`config.mk`:
```
export PLATFORM = sky130hd
export DESIGN_NAME = enc_8to3_serializer
export DESIGN_NICKNAME = d
export VERILOG_FILES = /design/src/rtl/enc_8to3_serializer.sv
export SDC_FILE = /design/constraint.sdc
export NUM_CORES = 1
export LEC_CHECK = 0
export ABC_AREA = 1
export BUFFER_PORTS_ARGS = -buffer_cell sky130_fd_sc_hd__buf_2
export CORE_MARGIN = 4
export CORE_UTILIZATION = 45
export CTS_CLUSTER_SIZE = 25
export DETAILED_ROUTE_END_ITERATION = 12
export PLACE_DENSITY = 0.73
export SLEW_MARGIN = 20
export SYNTH_ARGS = -nofsm -noshare
export SYNTH_HDL_FRONTEND = slang
export SYNTH_SLANG_ARGS = --single-unit
```
`constraint.sdc`:
```
create_clock -name clk -period 4.41 [get_ports clk]
set_input_delay 1.323 -clock clk [delete_from_list [all_inputs] [get_ports clk]]
set_output_delay 1.323 -clock clk [all_outputs]
set_load 0.01 [all_outputs]
```
`src/rtl/enc_8to3_serializer.sv`:
```
// enc_8to3_serializer: walks a multi-hot request vector and emits the index
// of every set bit as a binary code, lowest index first, one per handshake.
//
// Optional feature macro: ENC_MERGE_EN
//   undefined (default): a new vector is only taken while idle; in_rdy=0
//                        while indices are being issued.
//   defined:             in_rdy is tied high and vectors arriving while
//                        issuing are ORed into the pending mask.
//
// Handshake rules (both ports): a transfer happens on a rising clk edge
// where valid && ready are both high. A source holds its payload stable
// while valid is high and ready is low; out_idx/out_last/pending never
// change during an output stall (except merged bits, see ENC_MERGE_EN).
//
// The FSM state is directly visible on out_vld (ISSUE <=> out_vld=1).
module enc_8to3_serializer #(
    parameter int N     = 8,
    parameter int IDX_W = 3
) (
    input  logic             clk,
    input  logic             rst_n,
    input  logic [N-1:0]     in_vec,
    input  logic             in_vld,
    output logic             in_rdy,
    output logic [IDX_W-1:0] out_idx,
    output logic             out_vld,
    input  logic             out_rdy,
    output logic             out_last,
    output logic [N-1:0]     pending
);

    typedef enum logic {
        IDLE  = 1'b0,
        ISSUE = 1'b1
    } state_t;

    state_t           state_q, state_d;
    logic [N-1:0]     pending_q, pending_d;
    logic [IDX_W-1:0] idx_q, idx_d;
    logic             last_q, last_d;
    logic             accept;
    logic             pop;
    logic             select;
    logic [N-1:0]     cleared;

    // Index of the lowest set bit (bit 0 has highest priority).
    function automatic logic [IDX_W-1:0] lowest_set(input logic [N-1:0] v);
        lowest_set = '0;
        for (int i = N - 1; i >= 0; i--) begin
            if (v[i]) lowest_set = IDX_W'(i);
        end
    endfunction

    // True when exactly one bit of v is set.
    function automatic logic single_bit(input logic [N-1:0] v);
        single_bit = (v != '0) && ((v & (v - N'(1))) == '0);
    endfunction

`ifdef ENC_MERGE_EN
    assign in_rdy = 1'b1;
`else
    assign in_rdy = (state_q == IDLE);
`endif

    assign accept   = in_vld && in_rdy;
    assign pop      = out_vld && out_rdy;
    assign out_vld  = (state_q == ISSUE);
    assign out_idx  = idx_q;
    assign out_last = last_q;
    assign pending  = pending_q;

    // Next pending mask, next index selection and next state.
    always_comb begin
        state_d   = state_q;
        idx_d     = idx_q;
        last_d    = last_q;
        pending_d = pending_q;
        select    = 1'b0;
        cleared   = pending_q;

        // Popping clears the issued bit; a same-cycle merged copy of that
        // bit is ORed back afterwards, so set wins. Without merging, an
        // accept only happens while idle, where pending is already zero.
        if (pop) cleared = pending_q & ~(N'(1) << idx_q);
        pending_d = cleared | (accept ? in_vec : '0);

        // A fresh index is chosen only after a pop or when leaving idle;
        // during a stall the held index is never preempted.
        select = pop || (state_q == IDLE);
        if (select && (pending_d != '0)) idx_d = lowest_set(pending_d);

        last_d  = single_bit(pending_d);
        state_d = (pending_d != '0) ? ISSUE : IDLE;
    end

    // State and output registers; reset discards any pending bits.
    always_ff @(posedge clk or negedge rst_n) begin
        if (!rst_n) begin
            state_q   <= IDLE;
            pending_q <= '0;
            idx_q     <= '0;
            last_q    <= 1'b0;
        end else begin
            state_q   <= state_d;
            pending_q <= pending_d;
            idx_q     <= idx_d;
            last_q    <= last_d;
        end
    end

endmodule

```
==> results of run 1 <==
## routing by layer
layer  track usage, %  up-vias  wire length (um)
met1            21.00      371               896
met5                0        -                 0
met3            4.558        7               136
li1                 -      422                 -
met4            11.06        0                68
met2            27.07       27               908
## power by group
| group | total, mW | internal [mW] | switching, mW |
|---|---|---|---|
| sequential | 0.226 | 0.174 | 0.0520 |
| combinational | 0.529 | 0.196 | 0.333 |
| clock | 0.0772 | 0.0352 | 0.0420 |
## cell families (layout without fill, tap and decap cells)
logic type,after synthesis,in the layout,synth area share (%)
AND/OR/NAND/NOR,69,69,39.35
buffers and inverters,23,51,10.58
AO/OA/AOI/OAI,17,17,13.40
flip-flops,13,13,36.67
## worst max-delay path, stage by stage, from the launching register on
cell                      delay [ns]
sky130_fd_sc_hd__dfrtp_1        0.43
sky130_fd_sc_hd__inv_2          0.11
sky130_fd_sc_hd__buf_2          0.13
## how the worst min path moves through the flow
| stage | startpoint | to | cells after the start |
|---|---|---|---|
| 3_5_place_dp | pending[6]$_DFF_PN0_ | pending[6]$_DFF_PN0_ | 2 |
| 5_1_grt | pending[6]$_DFF_PN0_ | pending[6]$_DFF_PN0_ | 2 |
| 3_3_place_gp | pending[6]$_DFF_PN0_ | pending[6]$_DFF_PN0_ | 2 |
| 2_1_floorplan | pending[6]$_DFF_PN0_ | pending[6]$_DFF_PN0_ | 2 |
| 6_report | pending[6]$_DFF_PN0_ | pending[6]$_DFF_PN0_ | 2 |
| 4_1_cts | pending[6]$_DFF_PN0_ | pending[6]$_DFF_PN0_ | 2 |
## flip-flops by register name, summed over array words and instances, names as in the netlist
signal,flops
pending,8
out_idx,3
out_last,1
out_vld,1
## placed cells by master (no fill, tap or decap), drive strengths merged
| cell type | n |
|---|---|
| nand2 | 45 |
| clkbuf | 4 |
| nand3 | 4 |
| nor2 | 20 |
| inv | 22 |
| buf | 25 |
| o21ai | 11 |
| dfrtp | 13 |
| a21oi | 6 |
## stage by stage
step / utilization (%) / setup slack, ns / power, mW / cell area, um^2
2_1_floorplan: - / 2.083 / 0.6296 / 887.1
3_3_place_gp: 57.29 / 1.852 / 0.7483 / 1032
3_5_place_dp: 57.29 / 1.830 / 0.7598 / 1032
4_1_cts: 58.75 / 2.124 / 0.8375 / 1059
5_1_grt: 58.75 / 2.016 / 0.9224 / 1059
6_report: 58.75 / 2.127 / 0.8324 / 1059
## final cells by class
type	instances	area (um^2)	share of cell area, %
sequential	13	325.3	30.73
tap	25	31.28	2.955
timing repair buffer	25	125.1	11.82
multi-input combinational	86	467.9	44.21
inverter	22	82.58	7.801
clock buffer	4	26.28	2.482
==> impl_metrics.py, run 1 <==
metrics = {
    "status": {
        "outcome": "finished, final reports clean",
    },
    "logic_synthesis": {
        "synth_edf_count": 0,
        "async_flop_share_pct": 100.0,
        "yosys-top-cells-area": "sky130_fd_sc_hd__dfrtp_1 (37%), sky130_fd_sc_hd__nand2_1 (15%), sky130_fd_sc_hd__inv_1 (7.6%), sky130_fd_sc_hd__nor2_4 (6.3%), sky130_fd_sc_hd__nor2_1 (5.9%)",
        "synth_seq_cells": 13,
        "syn-mean-instance-area_um2": 7.271,
        "synthFlopType": "sky130_fd_sc_hd__dfrtp_1",
        "yosysUniqueCellTypes": 16,
        "netlist.top_cell.by_area": "sky130_fd_sc_hd__dfrtp_1",
        "synthesis.instances": 122,
        "synth_area_um2": 887.1,
        "post-synth-top-count-cell": "sky130_fd_sc_hd__nand2_1",
        "post_synth_most_frequent_cells": "sky130_fd_sc_hd__nand2_1 (35), sky130_fd_sc_hd__inv_1 (18), sky130_fd_sc_hd__nor2_1 (14)",
        "netlist.area_leader.share_pct": 36.67,
        "synth.net_count": 134,
        "synth_warnings": 0,
        "share_of_synthesized_area_occupied_by_flip_flops_and_latches_pct": 36.67,
    },
    "clocking": {
        "tritoncts.num_buffers": 3,
        "numClockSinks": 13,
        "htreeDepth": 1,
        "postCtsSetupRepairBufs": 0,
        "clk-insertion-delay-late_ns": 0.29,
        "cts-resized-gates": 0,
        "ctsRootBufferMaster": "sky130_fd_sc_hd__clkbuf_4",
        "post_cts_hold_buffer_count": 0,
        "cts_tree": "yes",
        "cts.clk_slew.worst_paths_ns": 0.09,
        "cts_max_path_buffers": 2,
    },
    "sta": {
        "period_minus_slack_ns": 2.283,
        "drv_slew": 0,
        "worst_slew_pin_slew_ns": 0.3099,
        "final_min_period_over_clock_period_pct": 51.77,
        "timing.max_slew.rel_slack_pct": 79.12,
        "final.setup_skew_ns": 0.008142,
        "setup_violations": 0,
        "fmaxAchievable_mhz": 438.0,
        "rsz0062_at_grt": "no",
        "hold-worst-slack_ns": 0.5541,
        "setup-tns-final_ns": 0,
        "hold_viol_final": 0,
    },
    "global_routing": {
        "vias_in_the_first_global_route": 825,
        "grt_first_pass_wirelength_um": 3450,
        "maximum_number_of_pins_on_one_net_before_global_route_repair": 14,
        "gr-usage-all-layers_pct": 17.38,
        "grt_remaining_overflow": 0,
        "antenna_violations_before_repair": 0,
    },
    "critical_path": {
        "arrival_ns": 0.96,
        "cp-end-kind": "output port",
        "r2r_end": "out_idx[0]$_DFFE_PN0P_",
        "cp_max_fo": 4,
        "startpoint_type": "register",
        "data_required_time_of_the_critical_path_ns": 3.09,
        "rrSetupSlack_ns": 2.83,
        "critPathCapture": "in_rdy",
        "r2r.worst_path.cells": 11,
        "worstSetupPathType": "reg -> out",
        "worst_r2r_startpoint": "out_vld$_DFF_PN0_",
        "timing_startpoint_of_the_critical_path": "out_vld$_DFF_PN0_",
    },
    "cells_and_area": {
        "design.final.nets": 163,
        "area_growth_pct": 19.32,
        "fillers": 183,
        "share_of_cells_above_drive_strength_1_pct": 35.33,
        "antenna_cells_inserted": 0,
        "layout.cells.non_filler": 175,
    },
    "drt": {
        "drt_iter0_drc": 9,
        "avgRoutedWirePerCell_um": 11.48,
        "drt-total-wl_um": 2009,
        "number_of_vias_after_detailed_routing": 827,
        "drtAntennaViolNets": 0,
        "drc_errors": 0,
        "detailedRoute.firstPassIterationCount": 4,
        "vias_per_cell": 4.726,
    },
    "pwr": {
        "powerDensity_nw_per_um2": 786.4,
        "cellLeakagePower_nw": 0.6213,
        "ir_worst_vdd_uv": 431.7,
    },
    "floorplan": {
        "die_height_um": 52.40,
        "io_pins": 26,
        "design.die.area_um2": 2746,
        "initial_cell_density_of_the_core_pct": 49.24,
        "floorplan.die.width_um": 52.40,
        "core_um2": 1802,
        "num_rows": 15,
    },
    "run": {
        "cap_violations": 0,
    },
    "placement": {
        "hpwlAfterDp_um": 1649,
        "dp_cells": 171,
        "final_estimated_routing_congestion_in_global_placement": 0.8269,
        "numPortBuffers": 25,
    },
    "hold_path": {
        "worst_hold_path_type": "reg -> reg",
    },
}
No activity file was read; power rests on OpenSTA's default activity.
==> run 2, diff against run 1 <==
Clock period 4.41 ns to 2.35 ns, I/O delays scaled along.
==> run 2 against run 1 <==
Compared with the run above:
- critical path depth is the same
- final area is the same
- clock power grew 85%
- total power grew 88%
- via count grew 0.60%
- clock-buffer cell count is the same
- critical endpoint unchanged
- utilization is the same
- sequential share of layout area is the same
- wire length grew 0.65%
- highest routed layer unchanged
==> impl_metrics.py, run 2 (synthesis results as in run 1) <==
metrics = {
    "status": {
        "outcome": "finished, final reports clean",
    },
    "cells_and_area": {
        "fin_util_pct": 58.75,
        "share_of_cells_above_drive_strength_1_pct": 35.33,
        "design.final.nets": 163,
        "mostFrequentLayoutCells": "sky130_fd_sc_hd__nand2_1 (35), sky130_fd_sc_hd__buf_2 (25), sky130_fd_sc_hd__inv_1 (18), sky130_fd_sc_hd__nor2_1 (14), sky130_fd_sc_hd__dfrtp_1 (13)",
        "area_growth_pct": 19.32,
        "fillers": 183,
        "layout.cells.non_filler": 175,
        "antenna_cells_inserted": 0,
        "layout.cells.most_common": "sky130_fd_sc_hd__nand2_1",
        "largest_register_ffs": 8,
    },
    "placement": {
        "numPortBuffers": 25,
        "hpwlAfterDp_um": 1662,
        "final_estimated_routing_congestion_in_global_placement": 0.8269,
        "dp_cells": 171,
    },
    "sta": {
        "timing.max_slew.rel_slack_pct": 78.03,
        "hold-worst-slack_ns": 0.2971,
        "drv_slew": 0,
        "setup-tns-final_ns": 0,
        "period_minus_slack_ns": 1.666,
        "rsz0062_at_grt": "no",
        "worst_slew_pin_slew_ns": 0.3261,
        "final.setup_skew_ns": 0.009381,
        "hold_viol_final": 0,
        "fmaxAchievable_mhz": 600.1,
        "setup_violations": 0,
        "final_min_period_over_clock_period_pct": 70.91,
    },
    "clocking": {
        "cts-resized-gates": 0,
        "cts.clk_slew.worst_paths_ns": 0.09,
        "numClockSinks": 13,
        "tritoncts.num_buffers": 3,
        "cts_max_path_buffers": 2,
        "clk-insertion-delay-late_ns": 0.28,
        "htreeDepth": 1,
        "ctsRootBufferMaster": "sky130_fd_sc_hd__clkbuf_4",
        "postCtsSetupRepairBufs": 0,
        "post_cts_hold_buffer_count": 0,
        "cts_tree": "yes",
    },
    "drt": {
        "drtAntennaViolNets": 0,
        "detailedRoute.firstPassIterationCount": 4,
        "number_of_vias_after_detailed_routing": 832,
        "drt_iter0_drc": 14,
        "drc_errors": 0,
        "avgRoutedWirePerCell_um": 11.55,
        "vias_per_cell": 4.754,
        "drt-total-wl_um": 2022,
    },
    "critical_path": {
        "cp-end-kind": "output port",
        "timing.critical_path.slowest_cell_delay_ns": 0.43,
        "path_cells": "inv_2 -> buf_2",
        "timing_startpoint_of_the_critical_path": "out_vld$_DFF_PN0_",
        "r2r.worst_path.cells": 12,
        "startpoint_type": "register",
        "cp_max_fo": 4,
        "worstSetupPathType": "reg -> out",
        "r2r_end": "out_idx[0]$_DFFE_PN0P_",
        "rrSetupSlack_ns": 0.77,
        "critPathCapture": "in_rdy",
        "arrival_ns": 0.96,
        "crit_slowest_cell": "sky130_fd_sc_hd__dfrtp_1",
        "data_required_time_of_the_critical_path_ns": 1.64,
        "worst_r2r_startpoint": "out_idx[1]$_DFFE_PN0P_",
    },
    "pwr": {
        "cellLeakagePower_nw": 0.6213,
        "powerDensity_nw_per_um2": 1477,
        "ir_worst_vdd_uv": 833.8,
    },
    "global_routing": {
        "grt_first_pass_wirelength_um": 3463,
        "grt_remaining_overflow": 0,
        "global_route.usage.met2_pct": 27.69,
        "grt_busiest_layer": "met2",
        "gr-usage-all-layers_pct": 16.93,
        "antenna_violations_before_repair": 0,
        "fraction_of_met1_tracks_used_by_global_routing_pct": 20.89,
        "grt_use_met3_pct": 3.989,
        "maximum_number_of_pins_on_one_net_before_global_route_repair": 14,
        "vias_in_the_first_global_route": 837,
    },
    "floorplan": {
        "die_height_um": 52.40,
        "core_um2": 1802,
        "num_rows": 15,
        "floorplan.die.width_um": 52.40,
        "initial_cell_density_of_the_core_pct": 49.24,
        "io_pins": 26,
        "design.die.area_um2": 2746,
    },
    "run": {
        "cap_violations": 0,
    },
    "hold_path": {
        "worst_hold_path_type": "in -> async",
    },
}
## run 2: cell counts in the layout (fill, tap and decap cells not counted)
No cell type changed its count.
## run 2: area by class of cell
type / instances / area [um^2] / area share [%]
flip-flops and latches: 13 / 325.3 / 30.73
repair buffers: 25 / 125.1 / 11.82
multi-input cells: 86 / 467.9 / 44.21
inverters: 22 / 82.58 / 7.801
well taps: 25 / 31.28 / 2.955
clock buffers: 4 / 26.28 / 2.482
## run 2: per-stage QoR
stage | total power [mW] | area, um^2 | setup WS [ns]
6_report | 1.563 | 1059 | 0.6837
5_1_grt | 1.726 | 1059 | 0.5706
4_1_cts | 1.571 | 1059 | 0.6873
3_5_place_dp | 1.428 | 1032 | 0.3949
3_3_place_gp | 1.404 | 1032 | 0.4105
2_1_floorplan | 1.182 | 887.1 | 0.6408
## run 2: worst max-delay path: cells and delay by family, from the launching register on
kind / cells / cell delay [ns]
flops: 1 / 0.43
buf+inv: 2 / 0.25
## run 2: worst min-delay path by stage
stage | slack, ns | to | startpoint | cells past startpoint
5_1_grt | 0.31 | pending[0]$_DFF_PN0_ | rst_n | 1
6_report | 0.30 | pending[2]$_DFF_PN0_ | rst_n | 1
3_5_place_dp | 0.55 | pending[6]$_DFF_PN0_ | pending[6]$_DFF_PN0_ | 2
4_1_cts | 0.31 | pending[0]$_DFF_PN0_ | rst_n | 1
3_3_place_gp | 0.52 | pending[6]$_DFF_PN0_ | pending[6]$_DFF_PN0_ | 2
2_1_floorplan | 0.41 | out_idx[0]$_DFFE_PN0P_ | rst_n | 0
## run 2: layer usage
| layer | wire length (um) | part of all wire, % |
|---|---|---|
| met1 | 907 | 45 |
| met3 | 150 | 7.4 |
| met5 | 0 | 0 |
| met2 | 913 | 45 |
| met4 | 51 | 2.5 |
## run 2: report_power, final
part	internal, mW	switching, mW
combinational	0.368	0.627
clock	0.0658	0.0769
sequential	0.326	0.0992
total	0.760	0.803
==> run 3, diff against run 2 <==
Clock period 2.35 ns to 1.7 ns, I/O delays scaled along.
==> run 3 against run 2 <==
Compared with the run above:
- total power grew 55%
- combinational power grew 63%
- utilization up 5.6 points
- die area stayed put
- final cell count is 4.6% higher
- critical path type is now reg -> reg
==> impl_metrics.py, run 3 (synthesis results as in run 1) <==
metrics = {
    "status": {
        "outcome": "finished, final reports clean",
    },
    "pwr": {
        "fraction_of_power_spent_switching_nets_pct": 50.78,
        "sequentialPowerShare_pct": 24.8,
        "p_sw_mw": 1.229,
        "cellLeakagePower_nw": 0.6738,
        "ir_worst_vdd_uv": 1114,
        "p_clk_share_pct": 8.3,
        "comb_power_share_pct": 66.9,
        "cellInternalPower_mw": 1.191,
        "powerDensity_nw_per_um2": 2089,
    },
    "clocking": {
        "htreeDepth": 1,
        "cts.clk_slew.worst_paths_ns": 0.08,
        "post_cts_hold_buffer_count": 0,
        "tritoncts.num_buffers": 3,
        "ctsRootBufferMaster": "sky130_fd_sc_hd__clkbuf_4",
        "numClockSinks": 13,
        "cts_max_path_buffers": 2,
        "cts_tree": "yes",
        "clk-insertion-delay-late_ns": 0.28,
    },
    "sta": {
        "period_minus_slack_ns": 1.636,
        "final_min_period_over_clock_period_pct": 96.26,
        "fmaxAchievable_mhz": 611.1,
        "setup_violations": 0,
        "timing.max_slew.rel_slack_pct": 77.06,
        "hold_viol_final": 0,
        "worst_slew_pin_slew_ns": 0.3406,
        "drv_slew": 0,
        "final.setup_skew_ns": 0.004294,
        "hold-worst-slack_ns": 0.09680,
        "rsz0062_at_grt": "yes",
    },
    "placement": {
        "post_dp_cell_area_um2": 1047,
        "hpwlAfterDp_um": 1634,
        "final_estimated_routing_congestion_in_global_placement": 0.8008,
        "numPortBuffers": 25,
        "dp_cells": 173,
    },
    "cells_and_area": {
        "mostFrequentLayoutCells": "sky130_fd_sc_hd__nand2_1 (30), sky130_fd_sc_hd__buf_2 (25), sky130_fd_sc_hd__inv_1 (18), sky130_fd_sc_hd__nor2_1 (12), sky130_fd_sc_hd__dfrtp_1 (12)",
        "largest_register_ffs": 8,
        "layout.cells.non_filler": 183,
        "fillers": 171,
        "antenna_cells_inserted": 0,
        "share_of_cells_above_drive_strength_1_pct": 43.67,
        "fin_util_pct": 64.31,
        "design.final.nets": 171,
        "layout.cells.most_common": "sky130_fd_sc_hd__nand2_1",
        "area_growth_pct": 30.61,
        "final_area_um2": 1159,
    },
    "global_routing": {
        "vias_in_the_first_global_route": 818,
        "maximum_number_of_pins_on_one_net_before_global_route_repair": 14,
        "grt_remaining_overflow": 0,
        "gr-usage-all-layers_pct": 17.42,
        "grt_first_pass_wirelength_um": 3519,
        "antenna_violations_before_repair": 0,
    },
    "critical_path": {
        "data_required_time_of_the_critical_path_ns": 1.88,
        "cp-end-kind": "register",
        "cp_max_fo": 4,
        "arrival_ns": 1.82,
        "startpoint_type": "register",
        "worstSetupPathType": "reg -> reg",
    },
    "drt": {
        "detailedRoute.firstPassIterationCount": 4,
        "drc_errors": 0,
        "drt-total-wl_um": 2211,
        "number_of_vias_after_detailed_routing": 886,
        "drt_iter0_drc": 13,
        "vias_per_cell": 4.842,
        "drtAntennaViolNets": 0,
        "avgRoutedWirePerCell_um": 12.08,
    },
    "hold_path": {
        "worst_hold_path_type": "in -> async",
    },
    "floorplan": {
        "num_rows": 15,
        "core_um2": 1802,
        "initial_cell_density_of_the_core_pct": 49.24,
        "io_pins": 26,
        "design.die.area_um2": 2746,
        "floorplan.die.width_um": 52.40,
        "die_height_um": 52.40,
    },
    "run": {
        "cap_violations": 0,
    },
}
run 3: cell count changes in the layout (fill, tap and decap cells not counted):
cell                      delta
sky130_fd_sc_hd__a21oi_2     -1
sky130_fd_sc_hd__buf_6       +1
sky130_fd_sc_hd__nor2_1      -2
sky130_fd_sc_hd__dfrtp_1     -1
sky130_fd_sc_hd__nor2_2      +1
sky130_fd_sc_hd__nand2_4     +1
sky130_fd_sc_hd__nand2_2     +4
sky130_fd_sc_hd__buf_4       +7
sky130_fd_sc_hd__nor2_4      +1
sky130_fd_sc_hd__dfrtp_2     +1
sky130_fd_sc_hd__a21oi_4     +1
sky130_fd_sc_hd__nand2_1     -5
run 3: routing by layer:
metal / GRT usage [%] / wire length (um) / vias up
met5: 0 / 0 / -
met2: 29.55 / 1114 / 39
met1: 21.23 / 863 / 402
met3: 2.849 / 177 / 7
met4: 8.085 / 54 / 0
li1: - / - / 438
run 3: worst paths after layout:
kind	start	depth (start not counted)	slack, ns	endpoint
hold / removal	rst_n	1	0.1	pending[2]$_DFF_PN0_
setup reg to reg	out_vld$_DFF_PN0_	11	0.06	out_idx[0]$_DFFE_PN0P_
hold reg to reg	out_idx[1]$_DFFE_PN0P_	2	0.57	out_idx[1]$_DFFE_PN0P_
max in group asynchronous	rst_n	1	1.36	out_idx[0]$_DFFE_PN0P_
min in group clk	in_vec[2]	3	0.51	pending[2]$_DFF_PN0_
setup / recovery	out_vld$_DFF_PN0_	11	0.06	out_idx[0]$_DFFE_PN0P_
run 3: worst max-delay path: stages, from the launching register on:
cell and delay [ns]:
sky130_fd_sc_hd__dfrtp_1 0.42, sky130_fd_sc_hd__nand2_2 0.12, sky130_fd_sc_hd__nor2_4 0.16, sky130_fd_sc_hd__nand2_1 0.11, sky130_fd_sc_hd__a21oi_2 0.19, sky130_fd_sc_hd__nand2_2 0.10
sky130_fd_sc_hd__nor2_4 0.14, sky130_fd_sc_hd__nand2_4 0.07, sky130_fd_sc_hd__nand2_4 0.09, sky130_fd_sc_hd__nor2_2 0.04, sky130_fd_sc_hd__nand2_1 0.05, sky130_fd_sc_hd__nand2_1 0.05
run 3: what timing repair did:
item / 4_1_cts / 5_1_grt
endpoints found under the hold margin: 0 / 0
gates resized for setup: 0 / 12
endpoints found under the setup margin: 0 / 4
buffers inserted: 0 / 6
run 3: cell type report:
type	count	area [um^2]	share of cell area, %
clock buffers	4	26.28	2.268
inverters	22	82.58	7.127
multi-input cells	86	503.0	43.41
flip-flops and latches	13	326.6	28.19
well taps	25	31.28	2.700
repair buffers	33	188.9	16.31
run 3: power by group through the flow:
stage | Clock [mW] | Sequential [mW] | Combinational, mW
2_1_floorplan | 0 | 0.649 | 0.984
3_3_place_gp | 0 | 0.585 | 1.38
3_5_place_dp | 0 | 0.592 | 1.43
4_1_cts | 0.204 | 0.587 | 1.43
5_1_grt | 0.224 | 0.622 | 1.79
6_report | 0.201 | 0.599 | 1.62
run 3: through the flow:
stage / power, mW / setup slack (ns) / setup TNS [ns]
floorplan: 1.633 / 0.1858 / 0
global placement: 1.969 / -0.02637 / -0.02637
detailed placement: 2.018 / -0.06177 / -0.1118
CTS: 2.225 / 0.1278 / 0
global route: 2.632 / -0.06729 / -0.09171
finish: 2.420 / 0.06365 / 0
